[config.mk]
export PLATFORM = sky130hd
export DESIGN_NAME = regfile_sequencer
export DESIGN_NICKNAME = d
export VERILOG_FILES = /design/src/rtl/regfile_sequencer_pkg.sv /design/src/rtl/regfile_sequencer.sv
export SDC_FILE = /design/constraint.sdc
export NUM_CORES = 1
export LEC_CHECK = 0
export CAP_MARGIN = 20
export CORE_AREA = 2 2 65 67
export CTS_BUF_LIST = sky130_fd_sc_hd__clkbuf_16
export CTS_CLUSTER_DIAMETER = 100
export DETAILED_ROUTE_END_ITERATION = 12
export DIE_AREA = 0 0 67 69
export GPL_ROUTABILITY_DRIVEN = 0
export PLACE_DENSITY = 0.8
export RECOVER_POWER = 25
export SYNTH_ARGS = -nofsm -noshare
export SYNTH_HDL_FRONTEND = slang
export SYNTH_SLANG_ARGS = --single-unit
[constraint.sdc]
create_clock -name clk -period 1.9 [get_ports clk]
set_input_delay 0.19 -clock clk [delete_from_list [all_inputs] [get_ports clk]]
set_output_delay 0.19 -clock clk [all_outputs]
set_load 0.02 [all_outputs]
[src/rtl/regfile_sequencer_pkg.sv]
// Shared opcode and state definitions for the register-file command sequencer.
// Any block that decodes sequencer commands imports these encodings.
package regfile_sequencer_pkg;

    localparam logic [1:0] OP_LDI  = 2'b00;
    localparam logic [1:0] OP_MOV  = 2'b01;
    localparam logic [1:0] OP_SWAP = 2'b10;
    localparam logic [1:0] OP_CLR  = 2'b11;

    typedef enum logic [2:0] {
        ST_IDLE = 3'd0,
        ST_RD1  = 3'd1,
        ST_RD2  = 3'd2,
        ST_WR1  = 3'd3,
        ST_WR2  = 3'd4
    } state_t;

endpackage

[src/rtl/regfile_sequencer.sv]
// Multi-cycle register-file command sequencer (LDI/MOV/SWAP/CLR).
// Handshake: a command transfers on a rising edge where cmd_valid and cmd_ready are both 1.
module regfile_sequencer
    import regfile_sequencer_pkg::*;
#(
    parameter int DATA_W = 8,
    parameter int ADDR_W = 3
) (
    input  logic              clk,
    input  logic              rst,
    input  logic              cmd_valid,
    output logic              cmd_ready,
    input  logic [1:0]        cmd_op,
    input  logic [ADDR_W-1:0] cmd_dst,
    input  logic [ADDR_W-1:0] cmd_src,
    input  logic [DATA_W-1:0] cmd_imm,
    output logic              done,
    output logic              rf_we,
    output logic [ADDR_W-1:0] rf_iaddr,
    output logic [DATA_W-1:0] rf_wdata,
    output logic              rf_oe,
    output logic [ADDR_W-1:0] rf_oaddr,
    input  logic [DATA_W-1:0] rf_rdata,
    output logic [2:0]        o_dbg_state
);

    state_t              r_state;
    logic [1:0]          r_op;
    logic [ADDR_W-1:0]   r_dst;
    logic [ADDR_W-1:0]   r_src;
    logic [DATA_W-1:0]   r_imm;
    logic [DATA_W-1:0]   r_temp_a;
    logic [DATA_W-1:0]   r_temp_b;
    logic                r_done;

    state_t              w_next_state;
    logic                w_accept;
    logic                w_final_wr;

    assign cmd_ready   = (r_state == ST_IDLE) && !rst;
    assign w_accept    = cmd_valid && cmd_ready;
    assign done        = r_done;
    assign o_dbg_state = r_state;

    // done is raised in the IDLE cycle that follows whichever write state ends the command.
    assign w_final_wr  = ((r_state == ST_WR1) && (r_op != OP_SWAP)) || (r_state == ST_WR2);

    always_comb begin
        w_next_state = r_state;
        case (r_state)
            ST_IDLE: begin
                if (w_accept) begin
                    w_next_state = ((cmd_op == OP_MOV) || (cmd_op == OP_SWAP)) ? ST_RD1 : ST_WR1;
                end
            end
            ST_RD1:  w_next_state = (r_op == OP_SWAP) ? ST_RD2 : ST_WR1;
            ST_RD2:  w_next_state = ST_WR1;
            ST_WR1:  w_next_state = (r_op == OP_SWAP) ? ST_WR2 : ST_IDLE;
            ST_WR2:  w_next_state = ST_IDLE;
            default: w_next_state = ST_IDLE;
        endcase
    end

    // Moore decode of the register-file strobes; address/data stay 0 while their strobe is low.
    always_comb begin
        rf_we    = 1'b0;
        rf_iaddr = '0;
        rf_wdata = '0;
        rf_oe    = 1'b0;
        rf_oaddr = '0;
        case (r_state)
            ST_RD1: begin
                rf_oe    = 1'b1;
                rf_oaddr = (r_op == OP_SWAP) ? r_dst : r_src;
            end
            ST_RD2: begin
                rf_oe    = 1'b1;
                rf_oaddr = r_src;
            end
            ST_WR1: begin
                rf_we    = 1'b1;
                rf_iaddr = r_dst;
                case (r_op)
                    OP_LDI:  rf_wdata = r_imm;
                    OP_MOV:  rf_wdata = r_temp_a;
                    OP_SWAP: rf_wdata = r_temp_b;
                    default: rf_wdata = '0;
                endcase
            end
            ST_WR2: begin
                rf_we    = 1'b1;
                rf_iaddr = r_src;
                rf_wdata = r_temp_a;
            end
            default: ;
        endcase
    end

    always_ff @(posedge clk) begin
        if (rst) begin
            r_state  <= ST_IDLE;
            r_op     <= '0;
            r_dst    <= '0;
            r_src    <= '0;
            r_imm    <= '0;
            r_temp_a <= '0;
            r_temp_b <= '0;
            r_done   <= 1'b0;
        end else begin
            r_state <= w_next_state;
            r_done  <= w_final_wr;
            if (w_accept) begin
                r_op  <= cmd_op;
                r_dst <= cmd_dst;
                r_src <= cmd_src;
                r_imm <= cmd_imm;
            end
            if (r_state == ST_RD1) begin
                r_temp_a <= rf_rdata;
            end
            if (r_state == ST_RD2) begin
                r_temp_b <= rf_rdata;
            end
        end
    end

endmodule

==> flow_summary.ini <==
[yosys]
synth_seq_cells = 36
yosysUniqueCellTypes = 29
yosysSeqAreaShare_pct = 39.24
yosysWarningCount = 0
synth_area_um2 = 1837
synth_cells = 206
syn_nets = 233
syn_avg_cell_area_um2 = 8.916

[cells_and_area]
fin_cells = 312
layout-drive-gt1-share_pct = 19.08
num_antenna_cells = 0
syn2layout_area_growth_pct = 33.72
finalNetCount = 288

[global_routing]
grt_first_pass_wirelength_um = 7645
antenna_found_initial = 0
grt_max_degree = 37
overflow = 0
grt_pass1_vias = 1607
grt_usage_pct = 21.50

[clocking]
clock-sinks = 36
cts_tree = yes
holdBufCountCts = 0
root_buffer = clkbuf_16
clkTransAtPathRegs_ns = 0.05
numCtsBuffers = 5
cts_htree_levels = 2
clockBufferDepth = 2
insertion_delay_ns = 0.28

[sta]
timing.fmax_mhz = 548.2
max-slew-margin-rel_pct = 56.07
rsz0062_at_grt = false
fin_skew_ns = 0.003792
drv_slew = 0
hold_violations = 0
worst_slew_pin_slew_ns = 0.6590
timing.final.crit_period_ns = 1.824
setup_viol = 0
min_period_over_period_pct = 96.01

[floorplan]
die-area_um2 = 4623
dieHeight_um = 69
rows = 23
initial_core_util_pct = 46.93
chipWidth_um = 67
core-area_um2 = 3914
io_pins = 48

[worst_setup_path]
cpPeakStageDelay_ns = 0.41
cp_data_required_time_ns = 1.71
worst-path-buf-inv = 2
crit_path_start_kind = flip-flop
worst-setup-path-type = reg2out
cp_max_fo = 4
slowest_stage = or3b_4
crit_chain = or3b_4 -> buf_4 -> nor2_4 -> a22o_1 -> buf_2
cp_top_family = simple AND/OR/NAND/NOR gates
end_kind = primary output
arrival_ns = 1.63

[drt]
routed_wl_um = 4684
drt-pass1-iter-count = 4
viasPerCell = 5.478
vias = 1709
drt-met1-wl_um = 2098
top_layer = met4
wire_per_inst_um = 15.01
drc_errors = 0
ant_nets = 0
wl_met2_um = 2307
route.met3.wl_um = 197
drtIter0Drc = 71

[power]
power_density_nw_per_um2 = 841.1
p_leak_uw = 0.0009649
ir_drop_v = 0.0005451
total_power_uw = 2066

[min_path]
holdCritPathClass = reg2reg

[outcome]
status = completed

[place]
dp_cells = 302
place_hpwl_um = 3180
port-buffer-count = 47

[run]
drv_cap = 0
report_power, final:
part | switching [uW] | leakage, uW | internal (uW)
Clock | 289 | 0.0000738 | 471
Combinational | 234 | 0.000597 | 210
Sequential | 44.8 | 0.000295 | 818
Total | 568 | 0.000965 | 1500
cell families after synthesis:
family / count (synthesis) / share of synthesized area, %
DFF: 36 / 39.24
AOI/OAI and AO/OA: 77 / 29.36
xor gates and xnor gates: 1 / 0.4769
and+or+nand+nor: 64 / 19.28
buffers and inverters: 20 / 7.289
muxes: 8 / 4.360
state kept, by name, summed over array words and instances, names as in the netlist:
register	count
done	1
r_temp_a	8
r_op	2
r_dst	3
r_temp_b	8
r_imm	8
o_dbg_state	3
r_src	3
final timing paths:
path	end	slack (ns)	cells past startpoint	startpoint
worst min-delay path	r_temp_b[4]	0.46	2	r_temp_b[4]
worst max-delay path	rf_oaddr[0]	0.08	5	o_dbg_state[0]
worst max register to register	r_imm[2]	0.14	6	o_dbg_state[2]
worst min register to register	r_temp_b[4]	0.46	2	r_temp_b[4]
cell usage in the layout (no fill, tap or decap):
| master | synthesis | final |
|---|---|---|
| clkbuf_2 | 0 | 13 |
| a2111oi_0 | 1 | 1 |
| dfxtp_1 | 36 | 36 |
| xnor2_1 | 1 | 1 |
| clkinv_1 | 0 | 1 |
| or3b_4 | 0 | 1 |
| nor3b_1 | 1 | 1 |
| buf_2 | 8 | 3 |
| a21oi_1 | 34 | 34 |
| a31o_2 | 3 | 3 |
| nor3_1 | 1 | 1 |
| dlygate4sd2_1 | 0 | 1 |
| o311a_1 | 1 | 1 |
| and3b_1 | 1 | 1 |
| clkbuf_16 | 0 | 5 |
| o21ai_2 | 0 | 1 |
| nor2_4 | 1 | 1 |
| nor2_1 | 2 | 2 |
| nand2_1 | 33 | 33 |
| nor2b_2 | 0 | 1 |
| buf_4 | 1 | 19 |
| inv_1 | 0 | 2 |
| a22o_1 | 14 | 14 |
| dlygate4sd3_1 | 0 | 2 |
| clkdlybuf4s15_1 | 0 | 1 |
| or3b_1 | 2 | 1 |
| a31o_1 | 13 | 13 |
| nand3b_1 | 1 | 1 |
| o21ai_0 | 1 | 1 |
| mux2i_1 | 8 | 8 |
| o2bb2ai_1 | 8 | 8 |
| a211oi_1 | 1 | 1 |
| nor4_4 | 1 | 1 |
| clkdlybuf4s50_1 | 0 | 28 |
| clkbuf_1 | 5 | 1 |
| nor3b_2 | 2 | 2 |
| nand2b_1 | 18 | 18 |
synth_stat cells:
master     instances  share of area, %
nand3b_1           1              0.41
xnor2_1            1              0.48
a21oi_1           34               9.3
nor3b_2            2               1.4
o311a_1            1              0.54
or3b_1             2              0.95
dfxtp_1           36                39
a22o_1            14               6.7
nand2b_1          18               6.1
o2bb2ai_1          8               3.8
nor3_1             1              0.27
o21ai_0            1              0.27
nor2_1             2              0.41
mux2i_1            8               4.4
buf_6              6               3.7
nor2b_1            1              0.34
and3b_1            1              0.48
nor2_4             1              0.61
a2111oi_0          1              0.48
nand2_1           33               6.7
clkbuf_1           5               1.0
o21ai_1            1              0.27
nor3b_1            1              0.41
nor4_4             1               1.2
buf_4              1              0.41
buf_2              8               2.2
a211oi_1           1              0.41
a31o_2             3               1.4
a31o_1            13               6.2
timing repair:
action	CTS	global route
hold endpoints to repair	0	0
gates resized for setup	33	21
setup buffers	0	2
endpoints found under the setup margin	17	13
stage by stage:
step	instance area (um^2)	hold slack (ns)	util, %	setup slack (ns)	setup TNS, ns
2_1_floorplan	1837	0.3242	-	0.2531	0
3_3_place_gp	2379	0.4421	60.77	-0.03126	-0.07049
3_5_place_dp	2379	0.4487	60.77	-0.07733	-0.2003
4_1_cts	2496	0.4543	63.78	-0.004544	-0.01320
5_1_grt	2456	0.4758	62.76	0.007448	0
6_report	2456	0.4568	62.76	0.07588	0
layer usage:
layer,up-vias,global-route usage (%)
li1,853,-
met1,807,26.78
met2,41,35.09
met3,8,5.710
met4,0,7.710
met5,-,0
final cells by class:
type	instances	area [um^2]
fill	370	1458
multi-input combinational	150	991.0
sequential	36	720.7
timing repair buffer	68	545.5
clock buffer	5	125.1
tap	50	62.56
clock inverter	3	11.26
worst min-delay path: cells and delay by family (launching register included):
family,cells,cell delay [ns]
compound gates,1,0.05
flops,1,0.30
simple gates,1,0.05
Note: power is estimated with default switching activity, not from simulation.
